==> config.mk <==
export PLATFORM = sky130hd
export DESIGN_NAME = fu_branch_flat
export DESIGN_NICKNAME = d
export VERILOG_FILES = /design/src/rtl/fu_branch_if.sv /design/src/rtl/fu_branch.sv /design/src/flat_wrapper.sv
export SDC_FILE = /design/constraint.sdc
export NUM_CORES = 1
export LEC_CHECK = 0
export CAP_MARGIN = 30
export CELL_PAD_IN_SITES_DETAIL_PLACEMENT = 1
export CELL_PAD_IN_SITES_GLOBAL_PLACEMENT = 1
export CORE_UTILIZATION = 33
export DETAILED_ROUTE_END_ITERATION = 8
export GPL_TIMING_DRIVEN = 0
export PLACE_DENSITY = 0.81
export SETUP_SLACK_MARGIN = 0.5
export SLEW_MARGIN = 20
export SYNTH_ARGS = -nofsm -noshare
export SYNTH_HDL_FRONTEND = slang
export SYNTH_SLANG_ARGS = --single-unit
==> constraint.sdc <==
create_clock -name CLK -period 2.4 [get_ports CLK]
set_clock_uncertainty 0.05 [all_clocks]
set_input_delay 0.24 -clock CLK [delete_from_list [all_inputs] [get_ports CLK]]
set_output_delay 0.24 -clock CLK [all_outputs]
set_load 0.02 [all_outputs]
==> src/rtl/fu_branch_if.sv <==
// fu_branch_if -- request/result bundle for the branch resolution unit.
//   master : issue side, drives the branch request and operands, observes the result
//   slave  : branch unit, consumes the request and drives the registered result
// Signals:
//   branch           request valid this cycle
//   branch_type[1:0] 0=eq, 1=signed lt, 2=unsigned lt, 3=reserved (never taken)
//   branch_gate_sel  polarity (BNE/BLT/BLTU when 1, BEQ/BGE/BGEU when 0)
//   reg_a, reg_b     rs1/rs2 operands
//   current_pc, imm  PC of the branch and its sign-extended byte offset
//   branch_valid, branch_outcome, branch_target, next_pc   registered result
interface fu_branch_if;
   logic        branch;
   logic [1:0]  branch_type;
   logic        branch_gate_sel;
   logic [31:0] reg_a;
   logic [31:0] reg_b;
   logic [31:0] current_pc;
   logic [31:0] imm;
   logic        branch_valid;
   logic        branch_outcome;
   logic [31:0] branch_target;
   logic [31:0] next_pc;

   modport master (
      output branch, branch_type, branch_gate_sel, reg_a, reg_b, current_pc, imm,
      input  branch_valid, branch_outcome, branch_target, next_pc
   );

   modport slave (
      input  branch, branch_type, branch_gate_sel, reg_a, reg_b, current_pc, imm,
      output branch_valid, branch_outcome, branch_target, next_pc
   );
endinterface

==> src/rtl/fu_branch.sv <==
// fu_branch -- single-cycle branch resolution unit.
// Evaluates the branch condition, computes the taken target (pc+imm) and the
// resolved fetch address, and registers everything with one cycle of latency.
// A new branch may be presented every cycle.
// Ports:
//   CLK    rising-edge clock
//   nRST   asynchronous reset, active HIGH despite the name; clears all outputs
//   fubif  fu_branch_if.slave: request in, registered result out
module fu_branch (
   input  logic           CLK,
   input  logic           nRST,
   fu_branch_if.slave     fubif
);

   logic        eq;
   logic        lt_s;
   logic        lt_u;
   logic        cond;
   logic        taken;
   logic [31:0] target;
   logic [31:0] seq_pc;

   always_comb begin
      eq   = (fubif.reg_a == fubif.reg_b);
      lt_s = ($signed(fubif.reg_a) < $signed(fubif.reg_b));
      lt_u = (fubif.reg_a < fubif.reg_b);

      // gate_sel flips polarity: eq->ne, ge->lt. Reserved type is never taken,
      // and the default arm keeps X on the select from reaching the outputs.
      cond = 1'b0;
      case (fubif.branch_type)
         2'd0:    cond = fubif.branch_gate_sel ? ~eq   : eq;
         2'd1:    cond = fubif.branch_gate_sel ? lt_s  : ~lt_s;
         2'd2:    cond = fubif.branch_gate_sel ? lt_u  : ~lt_u;
         default: cond = 1'b0;
      endcase

      taken  = fubif.branch & cond;
      target = fubif.current_pc + fubif.imm;     // wraps modulo 2^32
      seq_pc = fubif.current_pc + 32'd4;
   end

   always_ff @(posedge CLK or posedge nRST) begin
      if (nRST) begin
         fubif.branch_valid   <= 1'b0;
         fubif.branch_outcome <= 1'b0;
         fubif.branch_target  <= '0;
         fubif.next_pc        <= '0;
      end else begin
         fubif.branch_valid   <= fubif.branch;
         fubif.branch_outcome <= taken;
         fubif.branch_target  <= target;
         // With no branch presented the fetch address falls through to pc+4.
         fubif.next_pc        <= taken ? target : seq_pc;
      end
   end

endmodule

==> src/flat_wrapper.sv <==
// flat-port wrapper written by rule: the top's interface ports become plain ports
module fu_branch_flat 
  (CLK, nRST, fubif_branch, fubif_branch_type, fubif_branch_gate_sel, fubif_reg_a, fubif_reg_b, fubif_current_pc, fubif_imm, fubif_branch_valid, fubif_branch_outcome, fubif_branch_target, fubif_next_pc);
  fu_branch_if fubif_i ();
  input  logic CLK;
  input  logic nRST;
  input wire logic [$bits(fubif_i.branch)-1:0] fubif_branch;
  input wire logic [$bits(fubif_i.branch_type)-1:0] fubif_branch_type;
  input wire logic [$bits(fubif_i.branch_gate_sel)-1:0] fubif_branch_gate_sel;
  input wire logic [$bits(fubif_i.reg_a)-1:0] fubif_reg_a;
  input wire logic [$bits(fubif_i.reg_b)-1:0] fubif_reg_b;
  input wire logic [$bits(fubif_i.current_pc)-1:0] fubif_current_pc;
  input wire logic [$bits(fubif_i.imm)-1:0] fubif_imm;
  output wire logic [$bits(fubif_i.branch_valid)-1:0] fubif_branch_valid;
  output wire logic [$bits(fubif_i.branch_outcome)-1:0] fubif_branch_outcome;
  output wire logic [$bits(fubif_i.branch_target)-1:0] fubif_branch_target;
  output wire logic [$bits(fubif_i.next_pc)-1:0] fubif_next_pc;
  assign fubif_i.branch = fubif_branch;
  assign fubif_i.branch_type = fubif_branch_type;
  assign fubif_i.branch_gate_sel = fubif_branch_gate_sel;
  assign fubif_i.reg_a = fubif_reg_a;
  assign fubif_i.reg_b = fubif_reg_b;
  assign fubif_i.current_pc = fubif_current_pc;
  assign fubif_i.imm = fubif_imm;
  assign fubif_branch_valid = fubif_i.branch_valid;
  assign fubif_branch_outcome = fubif_i.branch_outcome;
  assign fubif_branch_target = fubif_i.branch_target;
  assign fubif_next_pc = fubif_i.next_pc;
  fu_branch u_core (.CLK(CLK), .nRST(nRST), .fubif(fubif_i));
endmodule
==> results.toml, run 1 <==
[outcome]
status = "finished with violations"
violations = "negative setup slack"

[drt]
ant_nets = 0
vias = 5751
drt_wl_total_mm = 26.5
wl_per_cell_um = 26.5
detail_route.drc_violations = 0
drt-initial-drc-count = 345
drt_pass1_iterations = 5
routed_via_density = 5.75

[final_layout]
instances_no_fill = 1001
drive_gt1_share_pct = 44.7
syn_to_final_growth_pct = 90.2
final_common_cell = "clkdlybuf4s50_1"
final_cell_mix = "clkdlybuf4s50_1 (91), dfrtp_1 (66), buf_4 (58)"
final_nets = 1008

[worst_hold_path]
hold-path-cell-count = 2
hold_class = "primary input to flip-flop"
holdPathEnd = "u_core.fubif.branch_target[0]$_DFF_PP0_"
min-delay-start = "fubif_imm[0]"

[placement]
port_buffers = 199
gp_congestion = 0.854
dp_hpwl_mm = 14.1
dp_slack_ns = -1.45
dp_cells = 905

[clock_tree]
cts_buffers = 9
cts.sinks = 66
path_clk_slew_ns = 0.05
h-tree-depth = 3
cts_tree = "built"
cts_max_path_buffers = 2
cts_root_buf = "clkbuf_16"

[yosys]
ys_warn_count = 0
synth.distinct_cells = 50
synth_area_um2 = 5130
yosysTopAreaCellShare_pct = 32.2
synthTopCellsByArea = "dfrtp_1 (32%), ha_1 (16%), mux2_4 (7.9%)"
synthArstFlopShare_pct = 100
ys_ff_latch = 66
synth_top_area_cell = "dfrtp_1"
syn_nets = 716
synth_flop_cell = "dfrtp_1"
synth-seq-area-share_pct = 32.2
synth_edf_count = 0
syn_inst = 517
syn_area_per_cell_um2 = 9.93

[timing]
min_period_ns = 2.99
setup-violations-final = 34
hold_violations = 0
period_share_pct = 124
tightest_slew_ns = 0.728
slew-limit-headroom_pct = 51.3
slew_viol_final = 0
fmax_mhz = 335
rsz0062_at_grt = "yes"
setup_ws_ns = -0.588

[die]
core_um2 = 15200
die_x_um = 127
fp-row-count = 45
dieArea_um2 = 16100
start_util_pct = 33.8
top_level_ports = 200
die_h_um = 127

[global_route]
grt-ovfl-total = 0
grt_max_degree = 38
antenna_found_initial = 1
gr-usage-all-layers_pct = 28.6
grt_pass1_vias = 6196
grt_pass1_wl_mm = 34.8

[worst_setup_path]
worstPathArrival_ns = 3.16
cp-end-kind = "flip-flop"
worstPathRequired_ns = 2.58
crit_fanout = 6
critPathKind = "primary input to flip-flop"
startpoint_type = "primary input"

[pwr]
leakagePower_nw = 4.19
ir_drop_mv = 0.371
powerDensity_nw_per_um2 = 548

[job]
max_cap_violations = 0
[cell type report]
| type | count | area (um^2) |
|---|---|---|
| flip-flops and latches | 66 | 1650 |
| multi-input cells | 401 | 4670 |
| clock buffers | 12 | 267 |
| plain buffers | 5 | 87.6 |
| well taps | 188 | 235 |
| fillers | 1474 | 5440 |
| inverters | 45 | 188 |
| clock inverters | 2 | 12.5 |
| repair buffers | 281 | 2650 |
| diodes | 1 | 2.50 |
[worst max-delay path, cell delays in order]
cell and delay, ns:
clkdlybuf4s15_1 0.18, inv_2 0.05, ha_4 0.23, and4_1 0.15, a221oi_2 0.38, o211ai_1 0.17, a211oi_2 0.22, xnor2_1 0.12
or4b_4 0.54, a31oi_4 0.17, buf_12 0.16, buf_12 0.11, buf_12 0.12, mux2_4 0.31
[synth_stat cells (2+ instances only)]
cell / instances
inv_1: 45
a211oi_2: 2
o21bai_1: 2
nor2b_1: 5
a211oi_1: 5
dfrtp_1: 66
mux2i_1: 4
xor2_1: 22
nand2b_1: 3
a21oi_1: 36
o21a_1: 4
nor3_1: 7
nand4_1: 12
o21ai_0: 20
clkbuf_1: 2
a211o_1: 2
xnor2_1: 37
ha_1: 64
a31o_2: 2
and4_1: 4
buf_12: 3
nor2_1: 20
nand2_1: 29
a31oi_1: 6
nand3_1: 23
and3_1: 10
a21o_1: 22
mux2_4: 27
or3_1: 3
mux2_2: 3
nor4_1: 5
a41oi_1: 2
o211ai_1: 3
[state kept, by name, summed over array words and instances, names as in the netlist]
signal	count
u_core.fubif.next_pc	32
u_core.fubif.branch_outcome	1
u_core.fubif.branch_valid	1
u_core.fubif.branch_target	32
[through the flow]
stage / cell area [um^2] / power, mW / util [%] / setup TNS, ns / hold WS (ns)
2_1_floorplan: 5550 / 2.41 / - / -14.29 / 0.221
3_3_place_gp: 7770 / 3.21 / 51.1 / -53.12 / 0.725
3_5_place_dp: 7790 / 3.30 / 51.3 / -56.37 / 0.699
4_1_cts: 9320 / 4.92 / 61.3 / -21.14 / 0.0680
5_1_grt: 9770 / 5.51 / 64.2 / -20.34 / 0.0721
6_report: 9770 / 5.36 / 64.2 / -17.34 / 0.0612
[report_power, final]
part,internal [mW],switching [mW],total [mW]
combinational,1.34,1.34,2.68
clock,0.771,0.524,1.30
sequential,1.30,0.0820,1.38
[cells by family (layout without fill, tap and decap cells)]
| logic type | after synthesis | count (layout) | synth area share, % |
|---|---|---|---|
| muxes | 34 | 34 | 9.33 |
| DFF | 66 | 66 | 32.2 |
| and+or+nand+nor | 126 | 126 | 12.6 |
| adders and majority gates | 65 | 65 | 16.0 |
| other | 0 | 1 | 0 |
| AOI/OAI and AO/OA | 117 | 117 | 15.2 |
| buffers and inverters | 50 | 345 | 4.61 |
| xor gates and xnor gates | 59 | 59 | 10.1 |
[layer usage]
layer	wire [um]	share of wire, %	global-route usage [%]
met4	1090	4.1	13.1
met5	0	0	0
met1	10100	38	31.3
met2	13300	50	53.0
met3	2060	7.7	5.78
[repair_timing]
item                       CTS  global route
setup endpoints to repair   59            53
pin swaps                  113            54
setup buffers               65            14
hold buffers                 0             0
gates cloned                 2             0
gates resized for setup    373            85
[worst max-delay path by stage]
stage / from / slack [ns] / end / cells past startpoint
floorplan: fubif_reg_b[15] / -0.47 / u_core.fubif.next_pc[10]$_DFF_PP0_ / 12
global placement: fubif_reg_b[15] / -1.40 / u_core.fubif.next_pc[30]$_DFF_PP0_ / 13
detailed placement: fubif_reg_a[5] / -1.45 / u_core.fubif.next_pc[14]$_DFF_PP0_ / 12
CTS: fubif_reg_b[5] / -0.70 / u_core.fubif.next_pc[14]$_DFF_PP0_ / 15
global route: fubif_reg_b[5] / -0.67 / u_core.fubif.next_pc[15]$_DFF_PP0_ / 15
finish: fubif_reg_b[11] / -0.59 / u_core.fubif.next_pc[15]$_DFF_PP0_ / 14
Power figures use the tool's default switching activity.
==> run 2: changes to the inputs <==
--- a/config.mk
+++ b/config.mk
@@ -6,9 +6,9 @@
 export NUM_CORES = 1
 export LEC_CHECK = 0
 export CAP_MARGIN = 30
-export CELL_PAD_IN_SITES_DETAIL_PLACEMENT = 1
-export CELL_PAD_IN_SITES_GLOBAL_PLACEMENT = 1
-export CORE_UTILIZATION = 33
+export CELL_PAD_IN_SITES_DETAIL_PLACEMENT = 0
+export CELL_PAD_IN_SITES_GLOBAL_PLACEMENT = 2
+export CORE_UTILIZATION = 26
 export DETAILED_ROUTE_END_ITERATION = 8
 export GPL_TIMING_DRIVEN = 0
 export PLACE_DENSITY = 0.81
==> run 2 against run 1 <==
  * The flow still finishes with violations (negative setup slack)
  * Combinational power shrank 15%
  * Routed wire length shrank 38%
  * Flip-flop and latch count is the same
  * Global-route usage shrank 12 points
  * Critical path depth shrank 1
  * Clock-buffer cell count shrank 3
  * First-iteration DRC count shrank 40%
  * Power shrank 8.0%
  * Critical path type unchanged
  * Largest power group unchanged
==> results.toml, run 2 (synthesis results as in run 1) <==
[final_layout]
instances_no_fill = 1061
syn_to_final_growth_pct = 84.3
fin_area_um2 = 9460
fin_util_pct = 48.8
final_nets = 991
insertedDiodeCount = 0
drive_gt1_share_pct = 42.7
final_common_cell = "clkdlybuf4s50_1"
reg_top3 = "u_core.fubif.branch_target x32, u_core.fubif.next_pc x32"
nFillCells = 1843
final_cell_mix = "clkdlybuf4s50_1 (89), dfrtp_1 (66), ha_4 (51)"

[pwr]
leakagePower_nw = 4.05
p_total_mw = 4.93
ir_drop_mv = 0.249
powerDensity_nw_per_um2 = 521

[worst_hold_path]
hold-path-cell-count = 2
hold_class = "primary input to flip-flop"

[worst_setup_path]
cp-end-kind = "flip-flop"
critPathSlowestCell = "or4b_4"
crit_chain = "dlygate4sd2_1 > ha_4 > nand4_1 > nor2_1 > a221o_1 > a211oi_2 > xnor2_1 > or4b_4 > a31oi_4 > buf_12 > buf_12 > buf_12 > mux2_4"
cpPeakStageDelay_ns = 0.53
cp_common_cell = "buf_12"
crit_fanout = 5
critPathKind = "primary input to flip-flop"
worstPathArrival_ns = 3.10
startpoint_type = "primary input"
worstPathRequired_ns = 2.57

[global_route]
grt_pass1_wl_mm = 25.5
grt_max_degree = 31
grt_pass1_vias = 5115
grt-ovfl-total = 0
gr-usage-all-layers_pct = 16.4
antenna_found_initial = 0

[clock_tree]
cts_root_buf = "clkbuf_16"
cts_max_path_buffers = 2
cts_tree = "built"
cts.sinks = 66
cts_buffers = 9
h-tree-depth = 3
path_clk_slew_ns = 0.06

[timing]
rsz0062_at_grt = "yes"
setup-violations-final = 33
slew-limit-headroom_pct = 62.6
tightest_slew_ns = 0.555
slew_viol_final = 0
min_period_ns = 2.94
fmax_mhz = 341
finalSetupTns_ns = -15.00
hold_violations = 0
setup_ws_ns = -0.536
finalHoldWorstSlack_ns = 0.0731
period_share_pct = 122

[drt]
drt_pass1_iterations = 4
highest_layer = "met4"
wl_met2_mm = 8.23
routed_via_density = 4.66
detail_route.drc_violations = 0
drt-initial-drc-count = 207
met3_length_mm = 1.21
wl_met1_mm = 6.77
drt_wl_total_mm = 16.6
vias = 4939
wl_per_cell_um = 15.6
ant_nets = 0

[job]
max_cap_violations = 0

[die]
core_um2 = 19400
start_util_pct = 26.5
die_x_um = 143
fp-row-count = 51
top_level_ports = 200
die_h_um = 143
dieArea_um2 = 20300

[placement]
dp_hpwl_mm = 12.6
gp_congestion = 0.830
dp_slack_ns = -1.52
port_buffers = 199
dp_cells = 983
place_area_um2 = 7920

[outcome]
status = "finished with violations"
violations = "negative setup slack"
==> run 2: final cells by class <==
cell class,instances,area (um^2),share of cell area [%]
clock inverters,6,58.8,0.621
clock buffers,9,225,2.38
multi-input cells,401,4520,47.7
flip-flops and latches,66,1650,17.5
repair buffers,264,2410,25.5
inverters,45,188,1.98
plain buffers,5,78.8,0.833
well taps,265,332,3.50
==> run 2: metal layers <==
layer | up-vias | track usage, %
met3 | 20 | 4.91
met1 | 2337 | 19.1
met5 | - | 0
met2 | 173 | 28.3
li1 | 2409 | -
met4 | 0 | 5.89
==> run 2: report_power, final <==
| part | switching [mW] | leakage (nW) | internal [mW] |
|---|---|---|---|
| sequential | 0.0526 | 0.771 | 1.30 |
| clock | 0.497 | 0.145 | 0.791 |
| combinational | 1.08 | 3.13 | 1.20 |
| total | 1.63 | 4.05 | 3.30 |
==> run 2: final timing paths <==
path                            startpoint                                      end  slack [ns]
max                        fubif_reg_a[29]       u_core.fubif.next_pc[12]$_DFF_PP0_       -0.54
min                           fubif_imm[0]  u_core.fubif.branch_target[0]$_DFF_PP0_        0.07
max in group asynchronous             nRST       u_core.fubif.next_pc[28]$_DFF_PP0_        1.40
min in group asynchronous             nRST        u_core.fubif.next_pc[3]$_DFF_PP0_        0.22
==> run 2: timing repair <==
action,CTS,global route
pin swaps,87,65
setup endpoints to repair,58,51
cloned,1,0
resized for setup,346,111
setup buffers,47,15
hold buffers,0,0
==> run 2: worst max-delay path, delay by kind of cell <==
| family | cells | cell delay, ns |
|---|---|---|
| xor+xnor | 1 | 0.11 |
| mux | 1 | 0.30 |
| compound gates | 3 | 0.72 |
| simple gates | 3 | 0.81 |
| fa+ha+maj | 1 | 0.25 |
| buf+inv | 4 | 0.66 |
